==> src/rtl/seq_pkg.sv <==
// seq_pkg: shared types and constants for cmd_seq_player and its benches.
package seq_pkg;

    // Playback FSM states.
    typedef enum logic [2:0] {
        IDLE,
        SEND,
        WAIT_SNT,
        WAIT_RESP,
        FAIL
    } seq_state_t;

    // Reason the last playback stopped early.
    typedef enum logic [1:0] {
        NONE    = 2'd0,
        NACK    = 2'd1,
        TIMEOUT = 2'd2
    } fail_code_t;

    // Positive acknowledge byte returned by the Knight.
    localparam logic [7:0] POS_ACK = 8'hA5;

    // Knight command opcodes (upper nibble selects the command).
    localparam logic [15:0] CAL_GYRO  = 16'h2000;
    localparam logic [15:0] MOVE_CMD  = 16'h4000;
    localparam logic [15:0] MOVE_FANF = 16'h5000;

endpackage

==> src/rtl/cmd_seq_player_if.sv <==
// cmd_seq_player_if: command/response handshake between the player and RemoteComm.
interface cmd_seq_player_if;
    logic [15:0] cmd;
    logic        snd_cmd;
    logic        cmd_snt;
    logic        resp_rdy;
    logic [7:0]  resp;

    // Player side drives the command, RemoteComm returns completion and response.
    modport master (output cmd, output snd_cmd, input cmd_snt, input resp_rdy, input resp);
    modport slave  (input cmd, input snd_cmd, output cmd_snt, output resp_rdy, output resp);
endinterface

==> src/rtl/resp_timer.sv <==
// resp_timer: saturating response timer; expire flags the last allowed cycle.
module resp_timer #(
    parameter int TO_CLKS = 1_000_000
) (
    input  logic clk,
    input  logic rst_n,
    input  logic clear,
    input  logic enable,
    output logic expire
);
    localparam int TW = $clog2(TO_CLKS) + 1;
    localparam logic [TW-1:0] LAST = TW'(TO_CLKS - 1);

    logic [TW-1:0] cnt_q, cnt_d;

    // Next count: clear wins, otherwise count up and stick at all-ones.
    always_comb begin
        // NOTE: cnt_d gets a default before any branch so no path can infer a latch.
        cnt_d = cnt_q;
        if (clear) begin
            cnt_d = '0;
        end else if (enable && (cnt_q != '1)) begin
            cnt_d = cnt_q + 1'b1;
        end
    end

    // Count register.
    always_ff @(posedge clk or negedge rst_n) begin
        // NOTE: non-blocking assignments so every flop samples pre-edge values together.
        if (!rst_n) cnt_q <= '0;
        else        cnt_q <= cnt_d;
    end

    assign expire = enable && (cnt_q == LAST);
endmodule

==> src/rtl/cmd_seq_player.sv <==
// cmd_seq_player: replays a loaded script of Knight commands through RemoteComm,
// checking each ack, timing out silent responses and retrying a bounded number of times.
// Optional SEQ_LOOP_EN: replay the script forever, counting wraps on loop_cnt.
module cmd_seq_player
    import seq_pkg::*;
#(
    parameter int         DEPTH     = 16,
    parameter int         TO_CLKS   = 1_000_000,
    parameter int         MAX_RETRY = 2,
    parameter logic [7:0] ACK_VAL   = POS_ACK,
    localparam int        AW        = $clog2(DEPTH)
) (
    input  logic              clk,
    input  logic              rst_n,
    input  logic              wr_en,
    input  logic [AW-1:0]     wr_addr,
    input  logic [15:0]       wr_data,
    input  logic [AW:0]       num_cmds,
    input  logic              start,
    input  logic              abort,
    cmd_seq_player_if.master  rc,
    output logic              busy,
    output logic              done,
    output logic              err,
    output logic [1:0]        fail_code,
    output logic [AW-1:0]     cmd_idx
`ifdef SEQ_LOOP_EN
    ,
    output logic [15:0]       loop_cnt
`endif
);
    seq_state_t    state_q, state_d;
    logic [AW-1:0] idx_q, idx_d;
    logic [AW:0]   len_q, len_d;
    logic [2:0]    retry_q, retry_d;
    logic          err_q, err_d;
    fail_code_t    fc_q, fc_d;
    logic [15:0]   cmd_q, cmd_d;
    logic          done_q, done_d;
    logic          ev_valid;
    fail_code_t    ev_code;
    logic          tmr_clear, tmr_en, tmr_expire;
    logic [15:0]   mem_q [DEPTH];
`ifdef SEQ_LOOP_EN
    logic [15:0]   loop_q, loop_d;
`endif

    // Script memory write port, open only while idle.
    always_ff @(posedge clk) begin
        // NOTE: the script RAM is intentionally not reset so a loaded script survives rst_n.
        if (wr_en && (state_q == IDLE)) mem_q[wr_addr] <= wr_data;
    end

    // The timer runs only while a response is awaited and is zero on entry.
    assign tmr_clear = (state_q != WAIT_RESP);
    assign tmr_en    = (state_q == WAIT_RESP);

    resp_timer #(.TO_CLKS(TO_CLKS)) u_timer (
        .clk    (clk),
        .rst_n  (rst_n),
        .clear  (tmr_clear),
        .enable (tmr_en),
        .expire (tmr_expire)
    );

    // Next-state and datapath updates; abort overrides every event outside IDLE.
    always_comb begin
        state_d  = state_q;
        idx_d    = idx_q;
        len_d    = len_q;
        retry_d  = retry_q;
        err_d    = err_q;
        fc_d     = fc_q;
        cmd_d    = cmd_q;
        done_d   = 1'b0;
        ev_valid = 1'b0;
        ev_code  = NONE;
`ifdef SEQ_LOOP_EN
        loop_d   = loop_q;
`endif
        if (abort && (state_q != IDLE)) begin
            state_d = IDLE;
        end else begin
            case (state_q)
                IDLE: begin
                    if (start) begin
                        len_d   = num_cmds;
                        err_d   = 1'b0;
                        fc_d    = NONE;
                        idx_d   = '0;
                        retry_d = '0;
`ifdef SEQ_LOOP_EN
                        loop_d  = '0;
`endif
                        if (num_cmds == '0) begin
                            done_d = 1'b1;
                        end else begin
                            state_d = SEND;
                            cmd_d   = mem_q[0];
                        end
                    end
                end
                SEND:     state_d = WAIT_SNT;
                WAIT_SNT: if (rc.cmd_snt) state_d = WAIT_RESP;
                WAIT_RESP: begin
                    if (rc.resp_rdy) begin
                        if (rc.resp == ACK_VAL) begin
                            retry_d = '0;
                            if ({1'b0, idx_q} == (len_q - 1'b1)) begin
                                done_d = 1'b1;
`ifdef SEQ_LOOP_EN
                                idx_d   = '0;
                                state_d = SEND;
                                cmd_d   = mem_q[0];
                                if (loop_q != '1) loop_d = loop_q + 1'b1;
`else
                                state_d = IDLE;
`endif
                            end else begin
                                idx_d   = idx_q + 1'b1;
                                state_d = SEND;
                                cmd_d   = mem_q[idx_q + 1'b1];
                            end
                        end else begin
                            ev_valid = 1'b1;
                            ev_code  = NACK;
                        end
                    end else if (tmr_expire) begin
                        ev_valid = 1'b1;
                        ev_code  = TIMEOUT;
                    end
                    if (ev_valid) begin
                        if (retry_q < 3'(MAX_RETRY)) begin
                            retry_d = retry_q + 1'b1;
                            state_d = SEND;
                            cmd_d   = mem_q[idx_q];
                        end else begin
                            state_d = FAIL;
                            err_d   = 1'b1;
                            fc_d    = ev_code;
                        end
                    end
                end
                FAIL:    state_d = IDLE;
                default: state_d = IDLE;
            endcase
        end
    end

    // State and datapath registers.
    always_ff @(posedge clk or negedge rst_n) begin
        if (!rst_n) begin
            state_q <= IDLE;
            idx_q   <= '0;
            len_q   <= '0;
            retry_q <= '0;
            err_q   <= 1'b0;
            fc_q    <= NONE;
            cmd_q   <= '0;
            done_q  <= 1'b0;
`ifdef SEQ_LOOP_EN
            loop_q  <= '0;
`endif
        end else begin
            state_q <= state_d;
            idx_q   <= idx_d;
            len_q   <= len_d;
            retry_q <= retry_d;
            err_q   <= err_d;
            fc_q    <= fc_d;
            cmd_q   <= cmd_d;
            done_q  <= done_d;
`ifdef SEQ_LOOP_EN
            loop_q  <= loop_d;
`endif
        end
    end

    assign rc.cmd     = cmd_q;
    assign rc.snd_cmd = (state_q == SEND) && !abort;
    assign busy       = (state_q == SEND) || (state_q == WAIT_SNT) || (state_q == WAIT_RESP);
    assign done       = done_q;
    assign err        = err_q;
    assign fail_code  = fc_q;
    assign cmd_idx    = idx_q;
`ifdef SEQ_LOOP_EN
    assign loop_cnt   = loop_q;
`endif
endmodule
==> src/flat_wrapper.sv <==
// flat-port wrapper written by rule: the top's interface ports become plain ports
module cmd_seq_player_flat import seq_pkg::*;
#(
    parameter int         DEPTH     = 16,
    parameter int         TO_CLKS   = 1_000_000,
    parameter int         MAX_RETRY = 2,
    parameter logic [7:0] ACK_VAL   = POS_ACK,
    localparam int        AW        = $clog2(DEPTH)
)
  (clk, rst_n, wr_en, wr_addr, wr_data, num_cmds, start, abort, busy, done, err, fail_code, cmd_idx, rc_cmd, rc_snd_cmd, rc_cmd_snt, rc_resp_rdy, rc_resp);
  cmd_seq_player_if rc_i ();
  input  logic clk;
  input  logic rst_n;
  input  logic wr_en;
  input  logic [AW-1:0] wr_addr;
  input  logic [15:0] wr_data;
  input  logic [AW:0] num_cmds;
  input  logic start;
  input  logic abort;
  output logic busy;
  output logic done;
  output logic err;
  output logic [1:0] fail_code;
  output logic [AW-1:0] cmd_idx;
  output wire logic [$bits(rc_i.cmd)-1:0] rc_cmd;
  output wire logic [$bits(rc_i.snd_cmd)-1:0] rc_snd_cmd;
  input wire logic [$bits(rc_i.cmd_snt)-1:0] rc_cmd_snt;
  input wire logic [$bits(rc_i.resp_rdy)-1:0] rc_resp_rdy;
  input wire logic [$bits(rc_i.resp)-1:0] rc_resp;
  assign rc_cmd = rc_i.cmd;
  assign rc_snd_cmd = rc_i.snd_cmd;
  assign rc_i.cmd_snt = rc_cmd_snt;
  assign rc_i.resp_rdy = rc_resp_rdy;
  assign rc_i.resp = rc_resp;
  cmd_seq_player #(.DEPTH(DEPTH), .TO_CLKS(TO_CLKS), .MAX_RETRY(MAX_RETRY), .ACK_VAL(ACK_VAL)) u_core (.clk(clk), .rst_n(rst_n), .wr_en(wr_en), .wr_addr(wr_addr), .wr_data(wr_data), .num_cmds(num_cmds), .start(start), .abort(abort), .rc(rc_i), .busy(busy), .done(done), .err(err), .fail_code(fail_code), .cmd_idx(cmd_idx));
endmodule
==> config.mk <==
export PLATFORM = sky130hd
export DESIGN_NAME = cmd_seq_player_flat
export DESIGN_NICKNAME = d
export VERILOG_FILES = /design/src/rtl/seq_pkg.sv /design/src/rtl/cmd_seq_player_if.sv /design/src/rtl/resp_timer.sv /design/src/rtl/cmd_seq_player.sv /design/src/flat_wrapper.sv
export SDC_FILE = /design/constraint.sdc
export NUM_CORES = 1
export LEC_CHECK = 0
export ABC_AREA = 1
export CAP_MARGIN = 20
export CELL_PAD_IN_SITES_DETAIL_PLACEMENT = 0
export CELL_PAD_IN_SITES_GLOBAL_PLACEMENT = 1
export CORE_AREA = 2 2 369 188
export DETAILED_ROUTE_END_ITERATION = 16
export DIE_AREA = 0 0 371 190
export GPL_ROUTABILITY_DRIVEN = 0
export PLACE_DENSITY_LB_ADDON = 0.1
export SYNTH_ARGS = -nofsm -noshare
export SYNTH_HDL_FRONTEND = slang
export SYNTH_SLANG_ARGS = --single-unit
==> constraint.sdc <==
create_clock -name clk -period 5.5 [get_ports clk]
set_input_delay 0.55 -clock clk [delete_from_list [all_inputs] [get_ports clk]]
set_output_delay 0.55 -clock clk [all_outputs]
set_load 0.02 [all_outputs]
## After elaboration in Yosys (flattened, before gate mapping)

Memories as Yosys holds them, arrays and structs flattened.
Index checks and enable logic that the tools add are counted.

| word-level totals | value |
|---|---|
| logic and storage cells | 111 |
| input port bits | 40 |
| register bits | 56 |
| output and inout port bits | 26 |
| RAM bits | 256 |
| memories | 1 |

| cells by class | value |
|---|---|
| add/subtract/negate cells | 4 |
| mux-type cells | 56 |
| equal/unequal tests | 20 |
| reduce and logical (&&, ||, !) cells | 19 |
| order comparisons | 1 |
| bitwise operators | 1 |

Memories:

| name | depth | width | read ports | clocked after memory_dff | wr ports | RTL line | RTL |
|---|---|---|---|---|---|---|---|
| u_core.mem_q | 16 | 16 | 3 | 0 | 1 | cmd_seq_player.sv:43 | `logic [15:0] mem_q [DEPTH];` |

Operator list:

| cell | number |
|---|---|
| $mux 16 | 7 |
| $mux 21 | 2 |
| $mux 3 | 13 |
| $pmux 16 s2 | 1 |
| $add 21x1->21 const B | 1 |
| $eq 21x20->1 const B | 1 |
| $ne 21x21->1 const B | 1 |
| $mux 1 | 18 |
| $mux 4 | 4 |
| $pmux 3 s4 | 1 |
| $mux 2 | 5 |
| $ne 2x2->1 const B | 5 |
| $reduce_and 5->1 | 2 |
| $eq 8x8->1 const B | 1 |
| $pmux 4 s2 | 1 |
| $eq 3x2->1 const B | 2 |
| $ne 3x2->1 const B | 2 |
| $ne 3x3->1 const B | 2 |
| $pmux 3 s2 | 1 |
| $reduce_and 3->1 | 2 |
| $reduce_and 6->1 | 1 |
| $eq 4x5->1 | 1 |
| $logic_and 1x1->1 | 5 |
| $logic_not 5->1 | 1 |
| 17 further kinds | 21 |

## Longest topological paths before layout

| depth | value |
|---|---|
| depth in word-level cells | 9 |
| gate-level depth with buffers | 16 |
| mapped depth without buffers | 15 |

## By module

Synthesis repeated with hierarchy kept, for this count alone.

| unflattened totals | value |
|---|---|
| cell total of the unflattened synthesis | 1885 |
| area, all modules | 16625.9 µm² |

By module, submodules not included:

| module | times used | seq. area each (µm²) | area each (µm²) | cells an instance |
|---|---|---|---|---|
| cmd_seq_player | 1 | 8563.2 | 15210.8 | 1678 |
| resp_timer | 1 | 525.5 | 1415.1 | 207 |

## Worst setup path after synthesis

No wires, ideal clock.

| path | value |
|---|---|
| kind | reg2reg |
| start point | register u_core.state_q[0] |
| end point | memory u_core.mem_q[0][0], enable pin |
| clock period less this slack | 2.242 ns |
| cell stages (with the launch flop) | 6 |
| library setup time | 0.388 ns |
| path slack | 3.258 ns |
| data required time | 5.112 ns |
| path buffers | 0 |
| arrival time | 1.853 ns |
| cells stage by stage | dfrtp_1 nor3_4 inv_1 nor2_1 nand3_1 nor2_1 |

| on the way | value |
|---|---|
| word-level cells in the longest chain between the ends | 4 |

RTL lines:

| what | RTL line | RTL |
|---|---|---|
| from (decl) | cmd_seq_player.sv:32 | `seq_state_t state_q, state_d;` |
| from (signal assigned) | cmd_seq_player.sv:165 | `state_q <= state_d;` |
| $logic_not 3->1 | cmd_seq_player.sv:51 | `if (wr_en && (state_q == IDLE)) mem_q[wr_addr] <= wr_data;` |
| $logic_and 1x1->1 | cmd_seq_player.sv:51 |  |
| $mux 1 | cmd_seq_player.sv:51 |  |
| $mux 1 (not written as such) | cmd_seq_player.sv:51 |  |
| to (decl) | cmd_seq_player.sv:43 |  |

Every way passes these cells.

## Worst setup path in the final report

| path | value |
|---|---|
| start point | register u_core.state_q[2] |
| end point | register u_core.cmd_q[13], in the netlist u_core.rc.cmd[13] |

| on the way | value |
|---|---|
| word-level cells in the longest chain between the ends | 8 |
| elaborated cells on any way between the ends | 16 |
| classes of those cells | eq/ne: 3; mux: 6; bitwise: 1; reduce/logical: 6 |

RTL lines:

| what | RTL line | RTL |
|---|---|---|
| $eq 3x2->1 | cmd_seq_player.sv:56, cmd_seq_player.sv:84 |  |
| $logic_and 1x1->1 | resp_timer.sv:34 | `assign expire = enable && (cnt_q == LAST);` |
| $mux 1 | cmd_seq_player.sv:128 | `end else if (tmr_expire) begin` |
| $mux 1 | cmd_seq_player.sv:106 | `if (rc.resp_rdy) begin` |
| $mux 1 | cmd_seq_player.sv:84 | `case (state_q)` |
| $mux 1 | cmd_seq_player.sv:81 | `if (abort && (state_q != IDLE)) begin` |
| $mux 16 | cmd_seq_player.sv:132 | `if (ev_valid) begin` |
| $pmux 16 s2 | cmd_seq_player.sv:84 |  |
| to (signal assigned) | cmd_seq_player.sv:171 | `cmd_q <= cmd_d;` |
| to (decl) | cmd_seq_player.sv:38 | `logic [15:0] cmd_q, cmd_d;` |

Several ways; a longest one is shown, not always the timed one. The select of a mux whose other input is x is not followed.
A chain may end at the register's enable or synchronous reset.

==> results.ini <==
[logic_synthesis]
synth_seq_cells = 312
yosys-top-cells-area = edfxtp_1, nand2_1, nand3_1
synth_top_area_cell = edfxtp_1
synth_edf_count = 256
yosys.area.top_type_share_pct = 46.0
seq_area_frac_synth_pct = 54.4
synth_area_per_cell_um2 = 8.44
syn-cell-area_um2 = 16700
synth_flop_cell = edfxtp_1
yosys_warnings = 0
synthesis.instances = 1981
async_flop_share_pct = 17.9
ys_types = 40
synthTopCellsByCount = nand2_1, nand3_1, inv_1
synthesis.nets = 2025
yosysMostFrequentCell = nand2_1

[placement]
port-buffer-count = 65
hpwlAfterDp_mm = 50.2
post-place-ws_ns = 2.04

[worst_setup_path]
worstPathArrival_ns = 3.93
cp-end-kind = register
path_cells = inv_1 -> nand3_4 -> inv_2 -> nand2_1 -> nor2_1 -> nand2_1 -> nand2_2 -> nand3_1 -> nor2_1 -> nor2_1 -> nand2_1 -> a21oi_1
crit_buf_inv = 2
critPathMaxFanout = 42
critPathSlowestCell = inv_2
critPathKind = register to register
startpoint_type = register
slowest_delay_ns = 0.65
cp.required_ns = 5.93
path_delay_family = simple AND/OR/NAND/NOR gates

[clocking]
cts_made_buffers = 36
clk_latency_ns = 0.56
h-tree-depth = 2
cts-root-buf = clkbuf_16
cts_tree = done
clk_pin_slew_worst_paths_ns = 0.06
cts_hold_buf = 0
cts_resized = 0
post_cts_buffers = 0
clk_path_buf_depth = 3
cts_num_sinks = 312

[grt]
grt-ovfl-total = 0
antenna_found_initial = 5
grt_pass1_vias = 12900
grt_pass1_wl_mm = 101
track_usage_pct = 20.3
grt_max_degree = 176

[die]
row_count = 68
initial_utilization_pct = 24.7
coreArea_um2 = 67800
io-pin-count = 66
die_y_um = 190
dieWidth_um = 371
die_area_um2 = 70500

[route]
vias = 14100
wl_mm = 71.7
ant_nets = 0
viasPerCell = 4.79
drtIter0Drc = 1598
route.detailed.drc = 0
wl_per_cell_um = 24.3
dr.pass1.iters = 5

[final_layout]
fin_nets = 2053
postLayoutCoreUtil_pct = 29.0
drive_above_1_share_pct = 6.83
areaGrowthSynthToFinish_pct = 17.8

[job]
maxCapViolCount = 0

[timing]
period_share_pct = 63.6
skew_ns = 0.0204
setup_violations = 0
fin_setup_tns_ns = 0
rsz0062_at_grt = no
hold_violations = 0
fmax_mhz = 286
min_period_ns = 3.50
relSlewSlack_pct = 21.7
postLayoutSetupSlackWorst_ns = 2.00
holdWs_ns = 0.174
tightest_slew_ns = 1.17
slew_viol_final = 0

[pwr]
leakagePower_nw = 7.57
ir_drop_mv = 0.329
p_total_w = 0.00875
p_per_area_nw_per_um2 = 445

[min_path]
hold_class = primary input to asynchronous set/reset pin

[status]
status = complete, no violations

path summary, 6_finish.rpt:
| kind | cells past startpoint | start | slack [ns] | end |
|---|---|---|---|---|
| worst max-delay path | 12 | u_core.state_q[2]$_DFFE_PN0P_ | 2.00 | u_core.rc.cmd[13]$_DFFE_PN0P_ |
| worst min-delay path | 2 | rst_n | 0.17 | u_core.err$_DFFE_PN0P_ |
| worst max register to register | 12 | u_core.state_q[2]$_DFFE_PN0P_ | 2.00 | u_core.rc.cmd[13]$_DFFE_PN0P_ |
| worst min register to register | 2 | u_core.err$_DFFE_PN0P_ | 0.48 | u_core.err$_DFFE_PN0P_ |
| max in group asynchronous | 2 | rst_n | 4.64 | u_core.cmd_idx[1]$_DFFE_PN0P_ |
| min in group clk | 2 | u_core.err$_DFFE_PN0P_ | 0.48 | u_core.err$_DFFE_PN0P_ |
metrics by stage:
step | area (µm²) | cells
after floorplan | 16700 | 1981
after global placement | 18200 | 2862
after detailed placement | 18500 | 2877
after CTS | 19600 | 2941
after global routing | 19700 | 2945
final | 19700 | 2948
report_power, final:
| group | total [W] | internal [W] | switching, W |
|---|---|---|---|
| registers | 0.00293 | 0.00270 | 0.000225 |
| clock network | 0.00250 | 0.00142 | 0.00109 |
| logic | 0.00332 | 0.00101 | 0.00231 |
| total | 0.00875 | 0.00513 | 0.00362 |
cell type report:
| class | instances | area [µm²] |
|---|---|---|
| inverter | 275 | 1040 |
| timing repair buffer | 108 | 1190 |
| clock inverter | 21 | 200 |
| multi-input combinational | 1276 | 6060 |
| clock buffer | 43 | 948 |
| fill | 7173 | 48100 |
| sequential | 312 | 9100 |
| antenna | 3 | 7.51 |
| tap | 910 | 1140 |
flip-flops by register name, indices dropped and copies added, names as in the netlist:
register and flops:
u_core.mem_q 256, u_core.retry_q 3, u_core.state_q 3, u_core.len_q 5
u_core.cmd_idx 4, u_core.rc.cmd 16, u_core.done 1, u_core.fail_code 2
u_core.err 1, u_core.u_timer.cnt_q 21
worst register-to-register path: stages (launching register included):
cell     delay [ns]
dfrtp_1        0.44
inv_1          0.15
nand3_4        0.54
inv_2          0.70
nand2_1        0.11
nor2_1         0.10
nand2_1        0.15
nand2_2        0.35
nand3_1        0.18
nor2_1         0.41
nor2_1         0.09
nand2_1        0.11
a21oi_1        0.06
cell usage in the layout (no fill, tap or decap), types with 2 or more instances in the layout:
cell type,Yosys,final
nor2_1,137,121
clkdlybuf4s50_1,0,64
dfrtp_1,56,53
inv_2,6,6
buf_16,0,4
o21ai_0,131,131
xor2_1,4,3
nor2_2,3,19
a21oi_2,3,3
nand2_1,453,453
a21oi_1,117,117
buf_12,0,3
edfxtp_1,256,256
inv_1,268,267
a31oi_1,3,3
o21ai_1,15,15
nor3_1,15,15
xor2_2,2,2
clkinv_4,0,2
dfrtp_4,0,2
nor4_1,2,2
clkbuf_16,0,37
o211ai_1,64,64
nand4_1,9,9
buf_4,12,21
bufinv_16,0,4
clkbuf_1,35,6
buf_8,0,14
o22ai_1,11,11
clkinv_2,1,6
clkinv_1,0,10
nand2_2,3,3
ha_1,4,3
nand3_1,288,288
diode_2,0,3
kinds of logic after synthesis:
logic type	count (synthesis)	synth area share (%)
fa+ha+maj	4	0.299
buf+inv	393	9.82
simple gates	917	23.4
compound gates	348	11.6
flops	312	54.4
xor+xnor	7	0.457
layer usage:
layer	GRT usage [%]	vias up	wire length [µm]
met5	0	-	0
met1	35.3	6870	39800
li1	-	6700	-
met2	24.2	504	25100
met4	2.63	0	722
met3	4.61	52	6150
Note: power is estimated with default switching activity, not from simulation.
